`config.mk`:
```
export PLATFORM = sky130hd
export DESIGN_NAME = ifu32_fetch_flat
export DESIGN_NICKNAME = d
export VERILOG_FILES = /design/src/rtl/ifu32_fetch_if.sv /design/src/rtl/ifu32_fetch.sv /design/src/flat_wrapper.sv
export SDC_FILE = /design/constraint.sdc
export NUM_CORES = 1
export LEC_CHECK = 0
export ABC_AREA = 1
export CAP_MARGIN = 20
export CORE_MARGIN = 2
export CORE_UTILIZATION = 51
export CTS_CLUSTER_SIZE = 24
export DETAILED_ROUTE_END_ITERATION = 7
export GPL_TIMING_DRIVEN = 0
export PLACE_DENSITY = 0.86
export SLEW_MARGIN = 10
export SYNTH_ARGS = -nofsm -noshare
export SYNTH_HDL_FRONTEND = slang
export SYNTH_SLANG_ARGS = --single-unit
```
`constraint.sdc`:
```
create_clock -name clk -period 1.85 [get_ports clk]
set_input_delay 0.37 -clock clk [delete_from_list [all_inputs] [get_ports clk]]
set_output_delay 0.37 -clock clk [all_outputs]
set_load 0.01 [all_outputs]
```
`src/rtl/ifu32_fetch_if.sv`:
```
// Fetch-stage bus bundle: instruction-memory request/response, execute-stage redirect,
// and the valid/ready channel into decode.
interface ifu32_fetch_if;
  logic        imem_req;
  logic [31:0] imem_addr;
  logic        imem_gnt;
  logic        imem_rvalid;
  logic [31:0] imem_rdata;
  logic        imem_err;
  logic        redirect_valid;
  logic [31:0] redirect_pc;
  logic        out_valid;
  logic        out_ready;
  logic [31:0] out_inst;
  logic [31:0] out_pc;
  logic        out_err;

  modport master (
    output imem_req, imem_addr, out_valid, out_inst, out_pc, out_err,
    input  imem_gnt, imem_rvalid, imem_rdata, imem_err, redirect_valid, redirect_pc, out_ready
  );
  modport slave (
    input  imem_req, imem_addr, out_valid, out_inst, out_pc, out_err,
    output imem_gnt, imem_rvalid, imem_rdata, imem_err, redirect_valid, redirect_pc, out_ready
  );
endinterface

```
`src/rtl/ifu32_fetch.sv`:
```
// Single-outstanding instruction fetch stage: owns the PC, fetches one word at a time and
// hands {inst, pc, err} to decode; redirects squash any in-flight response.
module ifu32_fetch #(
  parameter logic [31:0] RESET_PC   = 32'h8000_0000,
  parameter bit          ALIGN_TRAP = 1'b1
) (
  input logic         clk,
  input logic         rst_n,
  ifu32_fetch_if.master bus
);
  typedef enum logic [2:0] {IDLE, REQ, WAIT, HOLD, HALT} state_t;

  state_t      state, state_n;
  logic [31:0] pc, pc_n, addr, addr_n, inst, inst_n, opc, opc_n;
  logic        req, req_n, vld, vld_n, err, err_n;
  logic        kill, kill_n, pend, pend_n;

  logic        trap;
  logic [31:0] rpc;
  logic        in_flight;

  assign trap = bus.redirect_valid & ALIGN_TRAP & (bus.redirect_pc[1:0] != 2'b00);
  assign rpc  = ALIGN_TRAP ? bus.redirect_pc : {bus.redirect_pc[31:2], 2'b00};
  // A response is still owed unless it is retiring in this very cycle.
  assign in_flight = ((state == REQ) & bus.imem_gnt) | ((state == WAIT) & ~bus.imem_rvalid);

  always_ff @(posedge clk or negedge rst_n) begin
    if (!rst_n) begin
      state <= IDLE;
      pc    <= RESET_PC;
      req   <= 1'b0;
      addr  <= RESET_PC;
      vld   <= 1'b0;
      inst  <= '0;
      opc   <= RESET_PC;
      err   <= 1'b0;
      kill  <= 1'b0;
      pend  <= 1'b0;
    end else begin
      state <= state_n;
      pc    <= pc_n;
      req   <= req_n;
      addr  <= addr_n;
      vld   <= vld_n;
      inst  <= inst_n;
      opc   <= opc_n;
      err   <= err_n;
      kill  <= kill_n;
      pend  <= pend_n;
    end
  end

  always_comb begin
    state_n = state;
    pc_n    = pc;
    req_n   = req;
    addr_n  = addr;
    vld_n   = vld;
    inst_n  = inst;
    opc_n   = opc;
    err_n   = err;
    kill_n  = kill;
    pend_n  = pend;
    if (bus.redirect_valid) begin
      pc_n = rpc;
      if (in_flight) begin
        state_n = WAIT;
        req_n   = 1'b0;
        vld_n   = 1'b0;
        kill_n  = 1'b1;
        pend_n  = trap;
      end else begin
        kill_n = 1'b0;
        pend_n = 1'b0;
        if (trap) begin
          state_n = HOLD;
          req_n   = 1'b0;
          vld_n   = 1'b1;
          inst_n  = '0;
          opc_n   = bus.redirect_pc;
          err_n   = 1'b1;
        end else begin
          state_n = REQ;
          req_n   = 1'b1;
          addr_n  = rpc;
          vld_n   = 1'b0;
        end
      end
    end else begin
      case (state)
        IDLE: begin
          state_n = REQ;
          req_n   = 1'b1;
          addr_n  = pc;
        end
        REQ: if (bus.imem_gnt) begin
          state_n = WAIT;
          req_n   = 1'b0;
        end
        WAIT: if (bus.imem_rvalid) begin
          if (kill) begin
            kill_n = 1'b0;
            pend_n = 1'b0;
            // Squashed response drained; present a deferred alignment fault or refetch.
            if (pend) begin
              state_n = HOLD;
              vld_n   = 1'b1;
              inst_n  = '0;
              opc_n   = pc;
              err_n   = 1'b1;
            end else begin
              state_n = REQ;
              req_n   = 1'b1;
              addr_n  = pc;
            end
          end else begin
            state_n = HOLD;
            vld_n   = 1'b1;
            inst_n  = bus.imem_err ? 32'h0 : bus.imem_rdata;
            opc_n   = pc;
            err_n   = bus.imem_err;
          end
        end
        HOLD: if (vld & bus.out_ready) begin
          vld_n = 1'b0;
          if (err) begin
            state_n = HALT;
          end else begin
            state_n = REQ;
            pc_n    = pc + 32'd4;
            req_n   = 1'b1;
            addr_n  = pc + 32'd4;
          end
        end
        HALT: ;
        default: state_n = IDLE;
      endcase
    end
  end

  assign bus.imem_req  = req;
  assign bus.imem_addr = addr;
  assign bus.out_valid = vld;
  assign bus.out_inst  = inst;
  assign bus.out_pc    = opc;
  assign bus.out_err   = err;
endmodule

```
`src/flat_wrapper.sv`:
```
// flat-port wrapper written by rule: the top's interface ports become plain ports
module ifu32_fetch_flat 
#(
  parameter logic [31:0] RESET_PC   = 32'h8000_0000,
  parameter bit          ALIGN_TRAP = 1'b1
)
  (clk, rst_n, bus_imem_req, bus_imem_addr, bus_out_valid, bus_out_inst, bus_out_pc, bus_out_err, bus_imem_gnt, bus_imem_rvalid, bus_imem_rdata, bus_imem_err, bus_redirect_valid, bus_redirect_pc, bus_out_ready);
  ifu32_fetch_if bus_i ();
  input logic clk;
  input logic rst_n;
  output wire logic [$bits(bus_i.imem_req)-1:0] bus_imem_req;
  output wire logic [$bits(bus_i.imem_addr)-1:0] bus_imem_addr;
  output wire logic [$bits(bus_i.out_valid)-1:0] bus_out_valid;
  output wire logic [$bits(bus_i.out_inst)-1:0] bus_out_inst;
  output wire logic [$bits(bus_i.out_pc)-1:0] bus_out_pc;
  output wire logic [$bits(bus_i.out_err)-1:0] bus_out_err;
  input wire logic [$bits(bus_i.imem_gnt)-1:0] bus_imem_gnt;
  input wire logic [$bits(bus_i.imem_rvalid)-1:0] bus_imem_rvalid;
  input wire logic [$bits(bus_i.imem_rdata)-1:0] bus_imem_rdata;
  input wire logic [$bits(bus_i.imem_err)-1:0] bus_imem_err;
  input wire logic [$bits(bus_i.redirect_valid)-1:0] bus_redirect_valid;
  input wire logic [$bits(bus_i.redirect_pc)-1:0] bus_redirect_pc;
  input wire logic [$bits(bus_i.out_ready)-1:0] bus_out_ready;
  assign bus_imem_req = bus_i.imem_req;
  assign bus_imem_addr = bus_i.imem_addr;
  assign bus_out_valid = bus_i.out_valid;
  assign bus_out_inst = bus_i.out_inst;
  assign bus_out_pc = bus_i.out_pc;
  assign bus_out_err = bus_i.out_err;
  assign bus_i.imem_gnt = bus_imem_gnt;
  assign bus_i.imem_rvalid = bus_imem_rvalid;
  assign bus_i.imem_rdata = bus_imem_rdata;
  assign bus_i.imem_err = bus_imem_err;
  assign bus_i.redirect_valid = bus_redirect_valid;
  assign bus_i.redirect_pc = bus_redirect_pc;
  assign bus_i.out_ready = bus_out_ready;
  ifu32_fetch #(.RESET_PC(RESET_PC), .ALIGN_TRAP(ALIGN_TRAP)) u_core (.clk(clk), .rst_n(rst_n), .bus(bus_i));
endmodule
```
==> flow_summary.json, run 1 <==
{
  "synth_fa_ha_area_frac": 0.00174,
  "gr-total-overflow": 0,
  "die_w_um": 123,
  "fin_cells": 1363,
  "required_ps": 2140,
  "post-route-period-util": 0.960,
  "ys_types": 31,
  "die_area_um2": 15000,
  "drtAntennaViolNets": 0,
  "worstSetupPathType": "register to register",
  "grt_start_max_net_pins": 75,
  "cp_max_fo": 10,
  "syn_nets": 1045,
  "dp_cells": 1323,
  "holdCritStartpoint": "u_core.bus.imem_addr[15]",
  "yosys.area_share.simple": 0.270,
  "grt_pass1_wl_mm": 34.6,
  "maxSlewViolCount": 0,
  "clockRootBuffer": "clkbuf_16",
  "grt_pass1_vias": 7012,
  "period_minus_slack_ps": 1780,
  "clockBufferDepth": 2,
  "min_path_type": "register to register",
  "setup_viol": 0,
  "antennaDiodeCount": 0,
  "synthCells": 973,
  "h-tree-depth": 4,
  "critPathLaunchType": "register",
  "final_util": 0.718,
  "start_util": 0.519,
  "leakage_uw": 0.00482,
  "grt_antenna_before_repair": 0,
  "drive_gt1_frac": 0.117,
  "num_rows": 43,
  "drt_iter0_markers": 627,
  "drc": 0,
  "core_area_um2": 13800,
  "hold_viol": 0,
  "grt_use_total": 0.299,
  "synth_top_family_by_area": "simple AND/OR/NAND/NOR gates",
  "clk_pin_slew_ps": 60,
  "cts_tree": "built",
  "skew_ps": 10.0,
  "drv_cap": 0,
  "max_freq_ghz": 0.563,
  "hold_slack_ps": 475,
  "r2r-start": "u_core.state[0]",
  "slew_headroom": 0.608,
  "peakVddDrop_mv": 0.901,
  "io_pins": 170,
  "hpwl_mm": 15.4,
  "ys_seq_elements": 136,
  "register_area_um2": 3410,
  "num_vias": 7234,
  "wirelength_mm": 21.8,
  "end_kind": "register",
  "synth_xor_area_frac": 0.0122,
  "avgViaCountPerCell": 5.31,
  "cts.sinks": 136,
  "wl_per_cell_um": 16.0,
  "worstPathArrival_ps": 2070,
  "clk_latency_ps": 430,
  "fin_tns_setup_ps": 0,
  "yosys_warnings": 0,
  "muxShareOfSynthArea": 0,
  "synth_compound_area_frac": 0.148,
  "power_density_nw_per_um2": 1490,
  "nNetsFinal": 1242,
  "cts_made_buffers": 17,
  "n_fill_cell": 1088,
  "syn-cell-area_um2": 7180,
  "die_h_um": 123,
  "worst_pin_slew_ps": 587,
  "finalWeightedCongestion": 0.944,
  "timing.critical_path.from": "u_core.state[0]",
  "numPortBuffers": 169,
  "drt_pre_antenna_iters": 6,
  "grt_setup_unrepaired": "true",
  "yosysSeqAreaShare": 0.474,
  "multi_input_area_um2": 3230,
  "syn_area_per_cell_um2": 7.38,
  "area_growth_pct": 38.3,
  "status": "finished clean"
}
cells in the mapped netlist:
master	instances	area, um2
buf_4	5	37.5
inv_1	96	360
inv_2	5	18.8
buf_8	3	45.0
clkinv_1	1	3.75
nor2_2	4	25.0
a21oi_2	1	8.76
and2_1	2	12.5
ha_1	1	12.5
clkbuf_1	10	37.5
buf_2	10	50.1
o21ai_1	9	45.0
xor2_1	5	43.8
dfrtp_1	133	3330
o21ai_2	19	166
o31ai_1	1	7.51
o21ai_0	68	340
o22ai_1	3	18.8
nor2_1	78	293
o21bai_1	3	22.5
nand2_2	5	31.3
nand3_2	2	20.0
nand4_1	1	6.26
a31oi_1	4	25.0
nand3_1	44	220
xnor2_1	5	43.8
nand2_1	354	1330
buf_6	10	113
buf_1	3	11.3
dfstp_2	3	78.8
a21oi_1	85	425
worst max-delay path: stages, from the launching register on:
cell and delay (ps):
dfrtp_2 440, nand2_2 90, nor2_4 50, buf_6 130
nand3_1 70, nand2_2 70, a21oi_2 190, nand2_4 140
buf_12 170, buf_6 140, nand2_1 50, o21ai_0 90
power by group:
part	switching, uW	internal (uW)	leakage [uW]
combinational	3570	3160	0.00284
sequential	741	4070	0.00171
clock	1280	2010	0.000272
flip-flops by register name, summed over array words and instances, names as in the netlist:
| register | count |
|---|---|
| u_core.bus.imem_addr | 32 |
| u_core.bus.out_valid | 1 |
| u_core.state | 3 |
| u_core.bus.out_err | 1 |
| u_core.pend | 1 |
| u_core.bus.imem_req | 1 |
| u_core.bus.out_inst | 32 |
| u_core.kill | 1 |
| u_core.bus.out_pc | 32 |
| u_core.pc | 32 |
through the flow:
stage	total power (uW)	area (um2)	setup slack (ps)
3_3_place_gp	11100	9100	-5040
6_report	14800	9930	74.7
5_1_grt	15700	9930	-23.5
2_1_floorplan	8120	7180	246
4_1_cts	14600	9760	15.6
3_5_place_dp	11200	9130	-617
area by class of cell:
type / count / area share
Multi-Input combinational cell: 694 / 0.326
Tap cell: 180 / 0.0227
Timing Repair Buffer: 179 / 0.182
Inverter: 102 / 0.0388
Clock buffer: 24 / 0.0465
Buffer: 40 / 0.0314
Sequential cell: 136 / 0.343
Clock inverter: 8 / 0.00970
cells by family after synthesis:
logic type	count (synthesis)
AO/OA/AOI/OAI	193
flip-flops	136
adder cells (fa/ha/maj)	1
XOR/XNOR	10
AND/OR/NAND/NOR	490
buffers and inverters	143
layout by cell type (no fill, tap or decap), types with 5 or more instances in the layout:
| cell type | instances |
|---|---|
| a21oi_1 | 85 |
| buf_2 | 12 |
| buf_4 | 12 |
| buf_6 | 10 |
| clkbuf_1 | 8 |
| clkbuf_16 | 18 |
| clkbuf_2 | 8 |
| clkdlybuf4s50_1 | 164 |
| dfrtp_1 | 130 |
| inv_1 | 96 |
| nand2_1 | 347 |
| nand2_2 | 9 |
| nand3_1 | 44 |
| nor2_1 | 65 |
| nor2_2 | 9 |
| nor2_4 | 8 |
| o21ai_0 | 67 |
| o21ai_1 | 10 |
| o21ai_2 | 19 |
| xnor2_1 | 5 |
worst paths after layout:
path	end	slack (ps)	cells after the start
setup / recovery	u_core.bus.out_pc[12]	70	11
hold / removal	u_core.bus.imem_addr[15]	470	2
setup reg to reg	u_core.bus.out_pc[12]	70	11
hold reg to reg	u_core.bus.imem_addr[15]	470	2
max in group asynchronous	u_core.bus.imem_addr[31]	530	3
min in group asynchronous	u_core.bus.imem_addr[11]	500	2
layer usage:
| metal | vias to the layer above | wire length (um) | track usage |
|---|---|---|---|
| met1 | 3395 | 9180 | 0.382 |
| li1 | 3478 | - | - |
| met3 | 61 | 1500 | 0.0669 |
| met2 | 300 | 10400 | 0.493 |
| met5 | - | 0 | 0 |
| met4 | 0 | 699 | 0.124 |
repair_timing:
action                     in CTS  in global routing
hold buffers                    1                  0
pin swaps                       1                  5
hold endpoints to repair       62                  0
gates resized for setup        29                 28
setup endpoints to repair     118                119
cloned                          0                  1
buffers inserted                1                  6
Note: power is estimated with default switching activity, not from simulation.
==> run 2: changes to the inputs <==
--- a/config.mk
+++ b/config.mk
@@ -5,14 +5,13 @@
 export SDC_FILE = /design/constraint.sdc
 export NUM_CORES = 1
 export LEC_CHECK = 0
-export ABC_AREA = 1
 export CAP_MARGIN = 20
 export CORE_MARGIN = 2
-export CORE_UTILIZATION = 51
+export CORE_UTILIZATION = 50
 export CTS_CLUSTER_SIZE = 24
 export DETAILED_ROUTE_END_ITERATION = 7
 export GPL_TIMING_DRIVEN = 0
-export PLACE_DENSITY = 0.86
+export PLACE_DENSITY = 0.85
 export SLEW_MARGIN = 10
 export SYNTH_ARGS = -nofsm -noshare
 export SYNTH_HDL_FRONTEND = slang
==> run 2 against run 1 <==
  * The run now ends with DRC, setup timing left
  * Clock skew is 19 ps higher
  * Wire length is 72% higher
  * Worst hold slack worse by 1.3 ps
  * Critical path depth is 3 lower
  * Non-clock buffer count is 119 higher
  * First-iteration DRC count is 150% higher
  * Via count is 21% higher
  * Design area is 25% higher
  * Sequential power is 3% higher
  * Combinational power is 36% higher
  * Sequential cell count stayed put
  * Largest cell class is now multi-input combinational cells
  * Largest power group unchanged
  * Highest routed layer unchanged
==> flow_summary.json, run 2 <==
{
  "hold_viol": 0,
  "worstSetupEndpoint": "u_core.bus.imem_addr[19]",
  "slew_headroom": 0.359,
  "end_kind": "register",
  "setup_viol": 134,
  "drc": 13,
  "dp_cells": 1069,
  "final_cell_mix": "161 x clkdlybuf4s50_1, 123 x dfrtp_1, 58 x buf_4, 44 x nand2_1, 43 x buf_6",
  "finalWeightedCongestion": 0.959,
  "cts_tree": "built",
  "cts.sinks": 136,
  "grt_pass1_wl_mm": 43.4,
  "drt_iter0_markers": 1560,
  "fin_cells": 1197,
  "synth_top_family_by_area": "compound AO/OA/AOI/OAI gates",
  "status": "finished with violations",
  "clk_latency_ps": 470,
  "hpwl_mm": 15.0,
  "worstReg2RegEnd": "u_core.bus.imem_addr[19]",
  "max_freq_ghz": 0.400,
  "multi_input_area_um2": 4570,
  "rrSetupSlack_ps": -650,
  "grt_setup_unrepaired": "true",
  "yosysSeqAreaShare": 0.484,
  "synth_fa_ha_area_frac": 0.00178,
  "finalWorstSetupSlack_ps": -647,
  "synthCells": 720,
  "worstPathArrival_ps": 2860,
  "cts_made_buffers": 17,
  "clockBufferDepth": 2,
  "skew_ps": 29.5,
  "antennaDiodeCount": 0,
  "required_ps": 2210,
  "period_minus_slack_ps": 2500,
  "ys_types": 53,
  "peakVddDrop_mv": 1.06,
  "die_h_um": 123,
  "gr-total-overflow": 0,
  "cp_max_fo": 3,
  "synth_compound_area_frac": 0.194,
  "yosys.area_share.simple": 0.160,
  "n_fill_cell": 489,
  "register_area_um2": 3420,
  "nNetsFinal": 1076,
  "maxSlewViolCount": 0,
  "core_area_um2": 13800,
  "syn_area_per_cell_um2": 9.78,
  "yosys_warnings": 0,
  "final_util": 0.897,
  "ys_seq_elements": 136,
  "synth_area_leaders": "dfrtp_1 47%, o21ai_0 5.1%, nand2_1 4.1%",
  "num_rows": 43,
  "ys.flop_type": "dfrtp_1",
  "die_w_um": 123,
  "grt_use_total": 0.385,
  "critPathLaunchType": "register",
  "clockRootBuffer": "clkbuf_16",
  "synth_xor_area_frac": 0.0498,
  "hold_slack_ps": 474,
  "synth_common_cells": "133 x dfrtp_1, 76 x nand2_1, 72 x o21ai_0",
  "area_growth_pct": 76.2,
  "synth_edf_count": 0,
  "yosysMostFrequentCell": "dfrtp_1",
  "fin_tns_setup_ps": -35580,
  "worst-r2r-cell-count": 8,
  "start_util": 0.509,
  "muxShareOfSynthArea": 0.0626,
  "r2r-start": "u_core.pc[2]",
  "worstSetupPathType": "register to register",
  "timing.critical_path.from": "u_core.pc[2]",
  "drtAntennaViolNets": 0,
  "post-route-period-util": 1.35,
  "h-tree-depth": 4,
  "syn_nets": 792,
  "die_area_um2": 15000,
  "syn-cell-area_um2": 7040,
  "worst_pin_slew_ps": 962,
  "drv_cap": 0,
  "grt_pass1_vias": 7895,
  "grt_start_max_net_pins": 72,
  "drive_gt1_frac": 0.407,
  "grt_antenna_before_repair": 0,
  "synth_area_leader_cell": "dfrtp_1",
  "drt_pre_antenna_iters": 8,
  "synth_top_area_frac": 0.473,
  "layout_commonest_cell": "clkdlybuf4s50_1",
  "violations": "DRC, setup timing",
  "io_pins": 170,
  "power_density_nw_per_um2": 1420,
  "async_reset_ff_frac": 1.00,
  "min_path_type": "input port to asynchronous set/reset pin",
  "num_vias": 8772,
  "leakage_uw": 0.00528,
  "wl_per_cell_um": 31.3,
  "clk_pin_slew_ps": 80,
  "wirelength_mm": 37.4,
  "avgViaCountPerCell": 7.33,
  "numPortBuffers": 168
}
run 2: changes by cell type in the layout (fill, tap and decap cells not counted), moves of 19 or more:
cell	previous run	this run
xnor2_1	5	26
o21ai_0	67	11
mux2i_1	0	25
nor2_1	65	13
a21oi_1	85	15
buf_6	10	43
o21ai_1	10	29
o21ai_2	19	40
buf_4	12	58
nand3_1	44	10
a22o_1	0	32
inv_1	96	6
nand2_1	347	44
run 2: logic make-up (layout without fill, tap and decap cells):
family	count (synthesis)	count (layout)
compound gates	209	209
xor+xnor	40	40
fa+ha+maj	1	1
buf+inv	79	376
flops	136	136
mux	42	42
simple gates	213	213
run 2: final cells by class:
cell class | instances | area share
Multi-Input combinational cell | 505 | 0.368
Sequential cell | 136 | 0.276
Timing Repair Buffer | 286 | 0.246
Buffer | 52 | 0.0448
Clock buffer | 19 | 0.0349
Tap cell | 180 | 0.0182
Clock inverter | 13 | 0.0106
Inverter | 6 | 0.00182
run 2: power by group:
group	total, uW	internal [uW]	leakage (uW)	switching, uW
clock	3480	1970	0.000276	1510
sequential	4950	3950	0.00167	1000
combinational	9150	4620	0.00333	4530
total	17600	10500	0.00528	7040
run 2: per-layer routing:
layer / vias to the layer above / GRT usage / wire, um
li1: 3208 / - / -
met1: 4113 / 0.459 / 12200
met2: 1031 / 0.622 / 16200
met3: 420 / 0.110 / 5130
met4: 0 / 0.225 / 3870
met5: - / 0 / 0
run 2: worst max-delay path, cell delays in order (launching register included):
cell and delay (ps):
dfrtp_1 410, buf_6 120, nand4_1 210, buf_4 240, or4_4 550, buf_4 150, nor4_2 350, o31ai_2 100
o21ai_1 260
run 2: metrics by stage:
stage / total power, uW / cell area (um2) / setup slack [ps]
final: 17600 / 12400 / -647
after CTS: 15000 / 11300 / -201
after global routing: 17900 / 12400 / -604
after floorplan: 7040 / 7250 / -179
after global placement: 9640 / 9160 / -5480
after detailed placement: 9780 / 9190 / -1020
run 2: how the worst min path moves through the flow:
stage | to | slack (ps) | cells past startpoint
2_1_floorplan | u_core.bus.imem_addr[0] | 70 | 0
3_3_place_gp | u_core.bus.out_pc[24] | 460 | 2
3_5_place_dp | u_core.bus.out_pc[6] | 410 | 1
4_1_cts | u_core.bus.out_pc[31] | 480 | 2
5_1_grt | u_core.bus.out_pc[14] | 500 | 2
6_report | u_core.bus.out_pc[7] | 470 | 2
run 2: timing repair:
action | in CTS | in global routing
pin swaps | 72 | 104
hold buffers | 1 | 0
endpoints found under the setup margin | 131 | 132
endpoints found under the hold margin | 62 | 0
setup buffers | 76 | 36
gates resized for setup | 239 | 251
gates cloned | 8 | 7
==> run 3: changes to the inputs <==
--- a/config.mk
+++ b/config.mk
@@ -5,6 +5,7 @@
 export SDC_FILE = /design/constraint.sdc
 export NUM_CORES = 1
 export LEC_CHECK = 0
+export ABC_CLOCK_PERIOD_IN_PS = 2680
 export CAP_MARGIN = 20
 export CORE_MARGIN = 2
 export CORE_UTILIZATION = 50
==> constraint.sdc (replaced) <==
create_clock -name clk -period 2.68 [get_ports clk]
set_input_delay 0.536 -clock clk [delete_from_list [all_inputs] [get_ports clk]]
set_output_delay 0.536 -clock clk [all_outputs]
set_load 0.01 [all_outputs]
==> run 3 against run 2 <==
  * The flow now finishes without violations
  * Power decreased by 47%
  * Clock skew fell by 20 ps
  * Worst hold slack worse by 370 ps
  * Sequential cell count is the same
  * Clock power fell by 26%
  * Sequential power is 37% lower
  * Die area unchanged
  * Design area fell by 22%
  * Global-route usage is 9.5 points lower
  * First-iteration DRC count fell by 65%
  * Combinational power fell by 60%
  * Highest routed layer unchanged
==> flow_summary.json, run 3 (synthesized netlist as in run 2, its figures left out) <==
{
  "cts_setup_buffers": 0,
  "num_rows": 43,
  "gr-total-overflow": 0,
  "clockRootBuffer": "clkbuf_16",
  "worst_pin_slew_ps": 830,
  "hpwl_mm": 14.7,
  "maxSlewViolCount": 0,
  "critPathLaunchType": "input port",
  "cts_tree": "built",
  "skew_ps": 9.93,
  "crit_top_cell": "buf_2",
  "status": "finished clean",
  "avgViaCountPerCell": 6.01,
  "hold_viol": 0,
  "dp_cells": 1071,
  "fin_cells": 1103,
  "drt_pre_antenna_iters": 6,
  "worstPathArrival_ps": 2800,
  "wl_per_cell_um": 19.2,
  "num_vias": 6632,
  "finalWeightedCongestion": 0.943,
  "cts_made_buffers": 17,
  "required_ps": 3010,
  "crit_chain": "clkdlybuf4s50_1, nor4bb_1, nor3_1, o22ai_2, buf_2, buf_2, nand2_1, o21ai_0",
  "cts.sinks": 136,
  "io_pins": 170,
  "start_util": 0.509,
  "power_density_nw_per_um2": 965,
  "drive_gt1_frac": 0.108,
  "drtAntennaViolNets": 0,
  "period_minus_slack_ps": 2470,
  "area_growth_pct": 37.5,
  "clk_pin_slew_ps": 60,
  "h-tree-depth": 4,
  "wirelength_mm": 21.2,
  "grt_use_total": 0.290,
  "max_freq_ghz": 0.405,
  "min_path_type": "input port to asynchronous set/reset pin",
  "cp.buffers_inverters": 3,
  "layout_commonest_cell": "clkdlybuf4s50_1",
  "slew_headroom": 0.447,
  "cp_max_fo": 10,
  "die_w_um": 123,
  "fin_tns_setup_ps": 0,
  "post-route-period-util": 0.922,
  "grt_pass1_vias": 6413,
  "core_area_um2": 13800,
  "clk_latency_ps": 430,
  "grt_pass1_wl_mm": 33.4,
  "finalPower_uw": 9340,
  "final_util": 0.700,
  "cpPeakStageDelay_ps": 520,
  "antennaDiodeCount": 0,
  "finalWorstSetupSlack_ps": 209,
  "grt_antenna_before_repair": 0,
  "final_cell_mix": "167 x clkdlybuf4s50_1, 132 x dfrtp_1, 75 x nand2_1, 72 x o21ai_0, 43 x clkbuf_1",
  "grt_start_max_net_pins": 72,
  "drt_iter0_markers": 539,
  "drv_cap": 0,
  "leakage_uw": 0.00385,
  "nNetsFinal": 982,
  "r2r-start": "u_core.pc[3]",
  "crit_family": "buffers and inverters",
  "die_h_um": 123,
  "die_area_um2": 15000,
  "pre_cts_slack_ps": -590,
  "setup_viol": 0,
  "clockBufferDepth": 2,
  "end_kind": "register",
  "worstSetupPathType": "input port to register",
  "crit_path_top_delay_cell": "clkdlybuf4s50_1",
  "drc": 0,
  "grt_setup_unrepaired": "false",
  "numPortBuffers": 168,
  "timing.critical_path.from": "bus_imem_gnt",
  "peakVddDrop_mv": 0.526
}
[run 3: stage by stage]
stage / area, um2 / hold slack (ps)
finish: 9680 / 99.4
global route: 9680 / 145
CTS: 9640 / 131
detailed placement: 8980 / 470
global placement: 8950 / 460
floorplan: 7040 / 240
[run 3: where the power goes]
| group | total [uW] | switching [uW] | internal [uW] |
|---|---|---|---|
| Clock | 2580 | 913 | 1670 |
| Combinational | 3640 | 1870 | 1770 |
| Sequential | 3120 | 392 | 2720 |
| Total | 9340 | 3170 | 6170 |
[run 3: what timing repair did]
item,4_1_cts,5_1_grt
endpoints found under the setup margin,29,36
hold buffers,0,0
resized for setup,4,12
[run 3: final timing paths]
path | to | cells past startpoint | slack [ps]
max reg2reg | u_core.bus.imem_addr[28] | 8 | 230
min reg2reg | u_core.bus.out_pc[18] | 2 | 470
min in group clk | u_core.bus.out_pc[18] | 2 | 470
min | u_core.bus.imem_addr[11] | 1 | 100
max | u_core.bus.out_pc[10] | 8 | 210
max in group asynchronous | u_core.bus.out_pc[28] | 2 | 1830
[run 3: cell type report]
| class | count | area (um2) |
|---|---|---|
| buffer | 73 | 324 |
| clock buffer | 19 | 443 |
| clock inverter | 13 | 201 |
| fill | 1028 | 4150 |
| inverter | 6 | 22.5 |
| multi-input combinational | 505 | 3340 |
| sequential | 136 | 3410 |
| tap | 180 | 225 |
| timing repair buffer | 171 | 1720 |
[run 3: routing by layer]
| layer | global-route usage | wire length, um |
|---|---|---|
| met1 | 0.369 | 8640 |
| met2 | 0.470 | 10300 |
| met3 | 0.0874 | 1810 |
| met4 | 0.105 | 465 |
| met5 | 0 | 0 |
